--- src/rtl/pcie_egress.sv ---
// Host-bound PCIe TLP transmitter: builds a 3DW MWr/MRd header and appends the MWr payload from the local buffer.
// Latency: the first header beat is valid 1 cycle after the command is accepted; o_cmd_done pulses 1 cycle after the last beat.
// Backpressure: beats advance only on valid&ready. Payload is prefetched into a 2-entry skid, so a held-high ready gives one beat per cycle.
// Ports: clk/rst; i_enable/i_requester_id configuration; i_cmd_* command with o_cmd_rdy/o_cmd_done/o_cmd_err;
//        o_buf_re/o_buf_addr/i_buf_dat local buffer read; o_axi_egress_* / i_axi_egress_ready AXI-Stream egress.
module pcie_egress #(
    parameter int MAX_PAYLOAD_DW = 128,
    parameter int BUF_ADDR_WIDTH = 10
) (
    input  logic                      clk,
    input  logic                      rst,
    input  logic                      i_enable,
    input  logic [15:0]               i_requester_id,
    input  logic                      i_cmd_stb,
    output logic                      o_cmd_rdy,
    input  logic                      i_cmd_wr,
    input  logic [31:0]               i_cmd_addr,
    input  logic [9:0]                i_cmd_dword_cnt,
    input  logic [7:0]                i_cmd_tag,
    input  logic [BUF_ADDR_WIDTH-1:0] i_cmd_buf_base,
    output logic                      o_cmd_done,
    output logic                      o_cmd_err,
    output logic                      o_buf_re,
    output logic [BUF_ADDR_WIDTH-1:0] o_buf_addr,
    input  logic [31:0]               i_buf_dat,
    output logic                      o_axi_egress_valid,
    output logic [31:0]               o_axi_egress_data,
    output logic [3:0]                o_axi_egress_keep,
    output logic                      o_axi_egress_last,
    input  logic                      i_axi_egress_ready
);

    localparam logic [10:0] LP_MAX = 11'(MAX_PAYLOAD_DW);

    typedef enum logic [2:0] {S_IDLE, S_HDR0, S_HDR1, S_HDR2, S_DATA} state_t;

    state_t                    r_state, w_next;
    logic                      r_wr;
    logic [31:0]               r_addr;
    logic [9:0]                r_len;
    logic [7:0]                r_tag;
    logic [15:0]               r_rid;
    logic [9:0]                r_rd_left;   // buffer reads still to issue
    logic [9:0]                r_tx_left;   // payload beats still to send
    logic [BUF_ADDR_WIDTH-1:0] r_rd_addr;
    logic                      r_pend;      // read issued last cycle, data arrives this cycle
    logic [31:0]               r_sk [2];
    logic                      r_sk_wp, r_sk_rp;
    logic [1:0]                r_sk_cnt;
    logic                      r_done, r_err;

    logic        w_accept, w_bad, w_valid, w_last, w_hs, w_pop, w_re, w_fetch;
    logic [31:0] w_data, w_dw0, w_dw1, w_dw2;
    logic [2:0]  w_occ;

    assign o_cmd_rdy = !rst && i_enable && (r_state == S_IDLE);
    assign w_accept  = i_cmd_stb && o_cmd_rdy;
    assign w_bad     = (i_cmd_dword_cnt == 10'd0) || ({1'b0, i_cmd_dword_cnt} > LP_MAX);

    assign w_dw0 = {1'b0, (r_wr ? 2'b10 : 2'b00), 5'b00000, 14'h0, r_len};
    assign w_dw1 = {r_rid, r_tag, ((r_len == 10'd1) ? 4'h0 : 4'hF), 4'hF};
    assign w_dw2 = r_addr & 32'hFFFF_FFFC;

    always_comb begin
        w_next  = r_state;
        w_valid = 1'b0;
        w_data  = 32'h0;
        w_last  = 1'b0;
        case (r_state)
            S_IDLE: if (w_accept && !w_bad) w_next = S_HDR0;
            S_HDR0: begin
                w_valid = 1'b1;
                w_data  = w_dw0;
                if (i_axi_egress_ready) w_next = S_HDR1;
            end
            S_HDR1: begin
                w_valid = 1'b1;
                w_data  = w_dw1;
                if (i_axi_egress_ready) w_next = S_HDR2;
            end
            S_HDR2: begin
                w_valid = 1'b1;
                w_data  = w_dw2;
                w_last  = !r_wr;
                if (i_axi_egress_ready) w_next = r_wr ? S_DATA : S_IDLE;
            end
            S_DATA: begin
                w_valid = (r_sk_cnt != 2'd0);
                w_data  = r_sk[r_sk_rp];
                w_last  = (r_tx_left == 10'd1);
                if (w_valid && i_axi_egress_ready && w_last) w_next = S_IDLE;
            end
            default: w_next = S_IDLE;
        endcase
    end

    assign w_hs  = w_valid && i_axi_egress_ready;
    assign w_pop = (r_state == S_DATA) && w_hs;

    // Occupancy counts the in-flight read and credits this cycle's pop, so the
    // skid never overflows yet a read can be issued every cycle at full rate.
    assign w_occ   = {1'b0, r_sk_cnt} + {2'b00, r_pend} - {2'b00, w_pop};
    assign w_fetch = r_wr && (r_rd_left != 10'd0) &&
                     ((r_state == S_HDR1) || (r_state == S_HDR2) || (r_state == S_DATA));
    assign w_re    = w_fetch && (w_occ < 3'd2);

    assign o_buf_re           = w_re;
    assign o_buf_addr         = r_rd_addr;
    assign o_axi_egress_valid = w_valid;
    assign o_axi_egress_data  = w_data;
    assign o_axi_egress_last  = w_last;
    assign o_axi_egress_keep  = 4'hF;
    assign o_cmd_done         = r_done;
    assign o_cmd_err          = r_err;

    always_ff @(posedge clk) begin
        if (rst) begin
            r_state   <= S_IDLE;
            r_wr      <= 1'b0;
            r_addr    <= 32'h0;
            r_len     <= 10'd0;
            r_tag     <= 8'h0;
            r_rid     <= 16'h0;
            r_rd_left <= 10'd0;
            r_tx_left <= 10'd0;
            r_rd_addr <= '0;
            r_pend    <= 1'b0;
            r_sk[0]   <= 32'h0;
            r_sk[1]   <= 32'h0;
            r_sk_wp   <= 1'b0;
            r_sk_rp   <= 1'b0;
            r_sk_cnt  <= 2'd0;
            r_done    <= 1'b0;
            r_err     <= 1'b0;
        end else begin
            r_state <= w_next;
            r_done  <= w_hs && w_last;
            r_err   <= w_accept && w_bad;
            r_pend  <= w_re;
            if (w_accept) begin
                r_wr      <= i_cmd_wr;
                r_addr    <= i_cmd_addr;
                r_len     <= i_cmd_dword_cnt;
                r_tag     <= i_cmd_tag;
                r_rid     <= i_requester_id;
                r_rd_left <= i_cmd_wr ? i_cmd_dword_cnt : 10'd0;
                r_tx_left <= i_cmd_dword_cnt;
                r_rd_addr <= i_cmd_buf_base;
            end else if (w_re) begin
                r_rd_addr <= r_rd_addr + 1'b1;   // wraps modulo buffer size
                r_rd_left <= r_rd_left - 10'd1;
            end
            if (r_pend) begin
                r_sk[r_sk_wp] <= i_buf_dat;
                r_sk_wp       <= ~r_sk_wp;
            end
            if (w_pop) begin
                r_sk_rp   <= ~r_sk_rp;
                r_tx_left <= r_tx_left - 10'd1;
            end
            r_sk_cnt <= r_sk_cnt + 2'(r_pend) - 2'(w_pop);
        end
    end

endmodule

--- config.mk ---
export PLATFORM = sky130hd
export DESIGN_NAME = pcie_egress
export DESIGN_NICKNAME = d
export VERILOG_FILES = /design/src/rtl/pcie_egress.sv
export SDC_FILE = /design/constraint.sdc
export NUM_CORES = 1
export LEC_CHECK = 0
export CAP_MARGIN = 20
export CORE_UTILIZATION = 57
export CTS_BUF_LIST = sky130_fd_sc_hd__clkbuf_8
export CTS_CLUSTER_DIAMETER = 120
export DETAILED_ROUTE_END_ITERATION = 10
export GPL_ROUTABILITY_DRIVEN = 0
export PLACE_DENSITY = 0.95
export SLEW_MARGIN = 10
export SYNTH_ARGS = -nofsm -noshare
export SYNTH_HDL_FRONTEND = slang
export SYNTH_SLANG_ARGS = --single-unit
--- constraint.sdc ---
create_clock -name clk -period 8.8 [get_ports clk]
set_input_delay 1.32 -clock clk [delete_from_list [all_inputs] [get_ports clk]]
set_output_delay 1.32 -clock clk [all_outputs]
set_load 0.03 [all_outputs]
# [After elaboration in Yosys (flattened, before gate mapping)]
# Memories as Yosys holds them, arrays and structs flattened. A register that Yosys moved wholly into a read port is not among the register bits.
# Index checks and enable logic that the tools add are counted.
[totals] ff_bits=107 latchBits=0 mem_bits_rw=64 romBits=0 inputBits=114 out_inout_bits=52 wordCells=95 n_memories=1
[mem_list] name="r_sk" words=2 word_bits=32 read_ports=1 rd_clocked_by_memory_dff=1 wr=2 line_no="47" text="logic [31:0] r_sk [2];"
[classes] n_addsub=7 n_mul=0 div_mod_pow=0 order_cmp=2 n_eq_ne=11 shift=0 mux=29 bitwise=2 reduce_logical=28
[ops] op="32-bit one-hot mux with 4 select lines" count=1
[ops] op="10-bit 2-to-1 mux" count=7
[ops] op="32-bit 2-to-1 mux" count=1
[ops] op="32-bit OR reduction" count=1
[ops] op="10-bit by 1-bit == test with 1-bit output (second input constant)" count=2
[ops] op="10-bit by 1-bit subtractor with 10-bit output (second input constant)" count=2
[ops] op="3-bit 2-to-1 mux" count=6
[ops] op="3-bit one-hot mux with 5 select lines" count=1
[ops] op="1-bit logical AND" count=13
[ops] op="10-bit by 1-bit adder with 10-bit output (second input constant)" count=1
[ops] op="10-bit by 8-bit greater-than comparator with 1-bit output (second input constant)" count=1
[ops] op="10-bit zero test" count=1
[ops] op="10-bit nonzero test" count=1
[ops] op="1-bit 2-to-1 mux" count=9
[ops] op="2-bit inequality test (second input constant)" count=4
[ops] op="3-bit by 2-bit == test with 1-bit output (second input constant)" count=2
[ops] op="2-bit nonzero test" count=3
[ops] op="5-bit AND reduction" count=1
[ops] op="4-bit 2-to-1 mux" count=1
[ops] op="1-bit one-hot mux with 2 select lines" count=2
[ops] op="2-bit by 1-bit adder with 3-bit output" count=1
[ops] op="3-bit by 1-bit == test with 1-bit output (second input constant)" count=1
[ops] op="3-bit == test (second input constant)" count=1
[ops] op="1-bit zero test" count=3
[ops] op="other kinds (10)" count=13

# [Depth between registers and ports, before layout]
[logic_depth] depth_word=10 mapped_depth=18 ltp_nobuf=13

# [Worst setup path after synthesis]
# OpenSTA, ideal clock, no wires.
[synth_timing] path_type="input to output" startpoint="input port i_axi_egress_ready" endpoint="output port o_buf_re" arrival_ns=3.945 required_ns=7.480 path_slack_ns=3.535 stages=14 path_buffers=3 cell_sequence="o21ai_0 > or2_2 > clkbuf_1 > inv_2 > ha_1 > inv_1 > ha_1 > fa_1 > xnor2_1 > a2111o_1 > buf_6 > or2_0 > clkbuf_1 > inv_1"
[synth_via] elab_chain_cells=5
[synth_lines] element="start, declared" line_no="30" text="input logic i_axi_egress_ready"
[synth_lines] element="1-bit logical AND" line_no="97" text="assign w_hs = w_valid && i_axi_egress_ready;"
[synth_lines] element="1-bit logical AND" line_no="98" text="assign w_pop = (r_state == S_DATA) && w_hs;"
[synth_lines] element="3-bit by 1-bit subtractor with 3-bit output" line_no="102" text="assign w_occ = {1'b0, r_sk_cnt} + {2'b00, r_pend} - {2'b00, w_pop};"
[synth_lines] element="3-bit by 2-bit < comparator with 1-bit output" line_no="105" text="assign w_re = w_fetch && (w_occ < 3'd2);"
[synth_lines] element="1-bit logical AND" line_no="105"
[synth_lines] element="end, declared" line_no="23" text="output logic o_buf_re,"
# No other way between the ends.

# [Worst setup path after layout]
# Same ends and word-level chain as after synthesis.

==> summary.txt <==
worst setup path endpoint - o_buf_re
Psw - 441.5 uW
# H-tree levels - 4
drt wl/cell - 17.98 um
internal power - 1.291 mW
Die ar. - 14340 um^2
setup repair bufs after CTS - 0
antenna cells - 0
Layout Skew - 0.01166 ns
LEAKAGE - 3.423 nW
post-layout min period - 6.778 ns
Fin Setup TNS - 0 ns
Crit path max-delay family - buffers and inverters
Register-to-Register Path Depth - 12
cts bufs inserted - 17
worst r2r src - r_state[2]$_SDFFE_PP0P_
IO buf count - 159
Max Buffers Root-to-Sink - 2
DPL Wire Length - 13480 um
Reg2Reg Setup Slack - 4.35 ns
total global-route track usage - 28.65%
WL final - 20280 um
Mapped Cells - 813
crit end category - primary output
Initial Utilization - 58.98%
Primary FF master, synth - dfxtp_1
Row Count - 42
period utilization - 77.02%
critical path type - primary input to primary output
average vias per placed instance - 5.801
P&R area growth vs syn - 26.59%
Max Slew Vio Count - 0
crit-path max cell delay - 0.71 ns
Clock power frac - 37.6%
sequential share of the synthesized area - 51.16%
Worst Path Required - 7.48 ns
status - completed
PD cells - 173.1 nW/um^2
first-pass GRT wire length - 31270 um
ratio of cells with drive above 1 in the final layout - 5.987%
Flop pwr share - 50.4%
Synth Area in Adders - 1.203%
fmax - 147.5 MHz
compound-cell area share of the yosys netlist - 12.46%
Logic pwr share - 12.0%
Die Y-Extent - 119.8 um
most frequent cells in the layout - clkdlybuf4s50_1, dfxtp_1, nand2_1, and2_1, edfxtp_1
vias in the first global route - 6048
critical path depth - 13
Mapped Area - 7904 um^2
Async S/R FF share, synth - 0%
RSZ-0062 raised after global routing - no
crit path DAT - 5.46 ns
Chip Width - 119.8 um
cts repair resizes - 0
reg2reg end - r_rd_left[2]$_SDFFE_PP0P_
CP max-delay cell - clkdlybuf4s50_1
clock sink total - 170
number of synthesized flops with an enable pin - 64
Clock Latency Late Sink - 0.47 ns
Syn Area/Cell - 9.722 um^2
Hold Buf Count CTS - 0
core area - 13400 um^2
largest family of logic cells by synthesized area - simple AND/OR/NAND/NOR gates
Clock transition at path regs - 0.09 ns
Synth Area in Simple Gates - 21.07%
critical-path cell list - clkdlybuf4s50_1 -> o21ai_0 -> or2_2 -> inv_2 -> ha_1 -> inv_1 -> ha_1 -> fa_1 -> xnor2_1 -> a2111o_1 -> or2_0 -> inv_1 -> clkdlybuf4s50_1
DRT Pass-1 Iters - 6
nets - 1060
worst slew pin tran - 1.042 ns
final setup vio count - 0
root buffer cell - clkbuf_8
antenna violations before repair - 0
Finished Cell Area - 10010 um^2
CTS tree - done
register bit total from synthesis - 170
switch share - 25.49%
commonest non-fill, non-tap cell in the layout - clkdlybuf4s50_1
DR iter-0 viols - 785
vias after detailed routing - 6544
CP startpoint kind - primary input
largest net degree at the start of global routing - 123
synth unique cells - 55
crit path buf inv count - 5
grt ovf - 0
area post-placement - 9537 um^2
worst vdd ir - 0.2043 mV
Worst Hold Class - flop to flop
CP Max Fanout - 19
DRC - 0
Final ANT Viol Nets - 0
post-synthesis mux area share - 7.789%
CP Launch Point - i_axi_egress_ready
Boundary Pins - 166
Final Hold Fails - 0
Maximum Capacitance Violations - 0
slew margin rel. - 30.56%
Ys Warns - 0
XOR/XNOR share of the synthesized area - 1.995%
-- cells in the mapped netlist, types with 17 or more instances --
master,instances,area share (%)
o22ai_1,26,2.1
edfxtp_1,64,24
nor2_1,29,1.4
clkbuf_1,47,2.2
and2_1,66,5.2
a21oi_1,21,1.3
dfxtp_1,106,27
nand2b_1,56,4.4
inv_1,17,0.81
o21ai_0,61,3.9
nand2_1,91,4.3
mux2i_1,57,7.2
-- power groups by stage --
stage               sequential (mW)  combinational (mW)  clock, mW
floorplan                     0.887               0.107          0
global placement              0.886               0.201          0
detailed placement            0.889               0.205          0
CTS                           0.871               0.207      0.654
global route                  0.875               0.224      0.684
finish                        0.872               0.209      0.651
-- sequential cells by signal (all words and copies together), names as in the netlist, 2 cells and up, named ones only --
signal      cells
r_len          10
r_tag           8
r_state         3
r_rd_left      10
r_sk           64
r_tx_left      10
r_sk_cnt        2
r_rid          16
r_addr         30
o_buf_addr     10
-- layout make-up --
cell class | count | area [um^2]
clock buffer | 17 | 234.0
clock inverter | 15 | 235.2
fill | 912 | 3395
inverter | 18 | 67.56
multi-input combinational | 564 | 3548
sequential | 170 | 4046
tap | 176 | 220.2
timing repair buffer | 168 | 1654
-- worst min path at each step --
stage                               start                    end  slack (ns)  depth (start not counted)
floorplan           r_len[9]$_SDFFE_PP0P_  r_len[9]$_SDFFE_PP0P_        0.44                          2
global placement    r_len[7]$_SDFFE_PP0P_  r_len[7]$_SDFFE_PP0P_        0.46                          2
detailed placement  r_len[2]$_SDFFE_PP0P_  r_len[2]$_SDFFE_PP0P_        0.46                          2
CTS                 r_len[8]$_SDFFE_PP0P_  r_len[8]$_SDFFE_PP0P_        0.48                          2
global route        r_rid[1]$_SDFFE_PP0P_  r_rid[1]$_SDFFE_PP0P_        0.49                          2
finish              r_tag[5]$_SDFFE_PP0P_  r_tag[5]$_SDFFE_PP0P_        0.48                          2
-- through the flow --
| stage | std cells | utilization (%) | hold slack, ns | setup slack, ns | total power [mW] |
|---|---|---|---|---|---|
| after floorplan | 816 | - | 0.4445 | 3.535 | 0.9935 |
| after global placement | 1096 | 71.17 | 0.4580 | 2.164 | 1.087 |
| after detailed placement | 1096 | 71.17 | 0.4639 | 2.116 | 1.094 |
| after CTS | 1128 | 74.67 | 0.4782 | 2.064 | 1.732 |
| after global routing | 1128 | 74.67 | 0.4938 | 1.820 | 1.783 |
| final | 1128 | 74.67 | 0.4777 | 2.022 | 1.732 |
-- cells by family after synthesis --
| family | after synthesis |
|---|---|
| adder cells (fa/ha/maj) | 7 |
| multiplexers | 61 |
| flip-flops | 170 |
| XOR/XNOR | 18 |
| buffers and inverters | 82 |
| AND/OR/NAND/NOR | 314 |
| other | 1 |
| AO/OA/AOI/OAI | 160 |
-- metal layers --
metal,share of wire [%],global-route usage [%],vias to the layer above
met4,2.6,10.94,0
met2,47,45.70,348
met3,7.9,4.420,40
met1,43,39.37,3036
li1,-,-,3120
met5,0,0,-
-- tightest hold or removal path: cells and delay by family (launching register included) --
kind | cells | cell delay [ns]
DFF | 1 | 0.32
AOI/OAI and AO/OA | 1 | 0.06
and+or+nand+nor | 1 | 0.06
No activity file was read; power rests on OpenSTA's default activity.
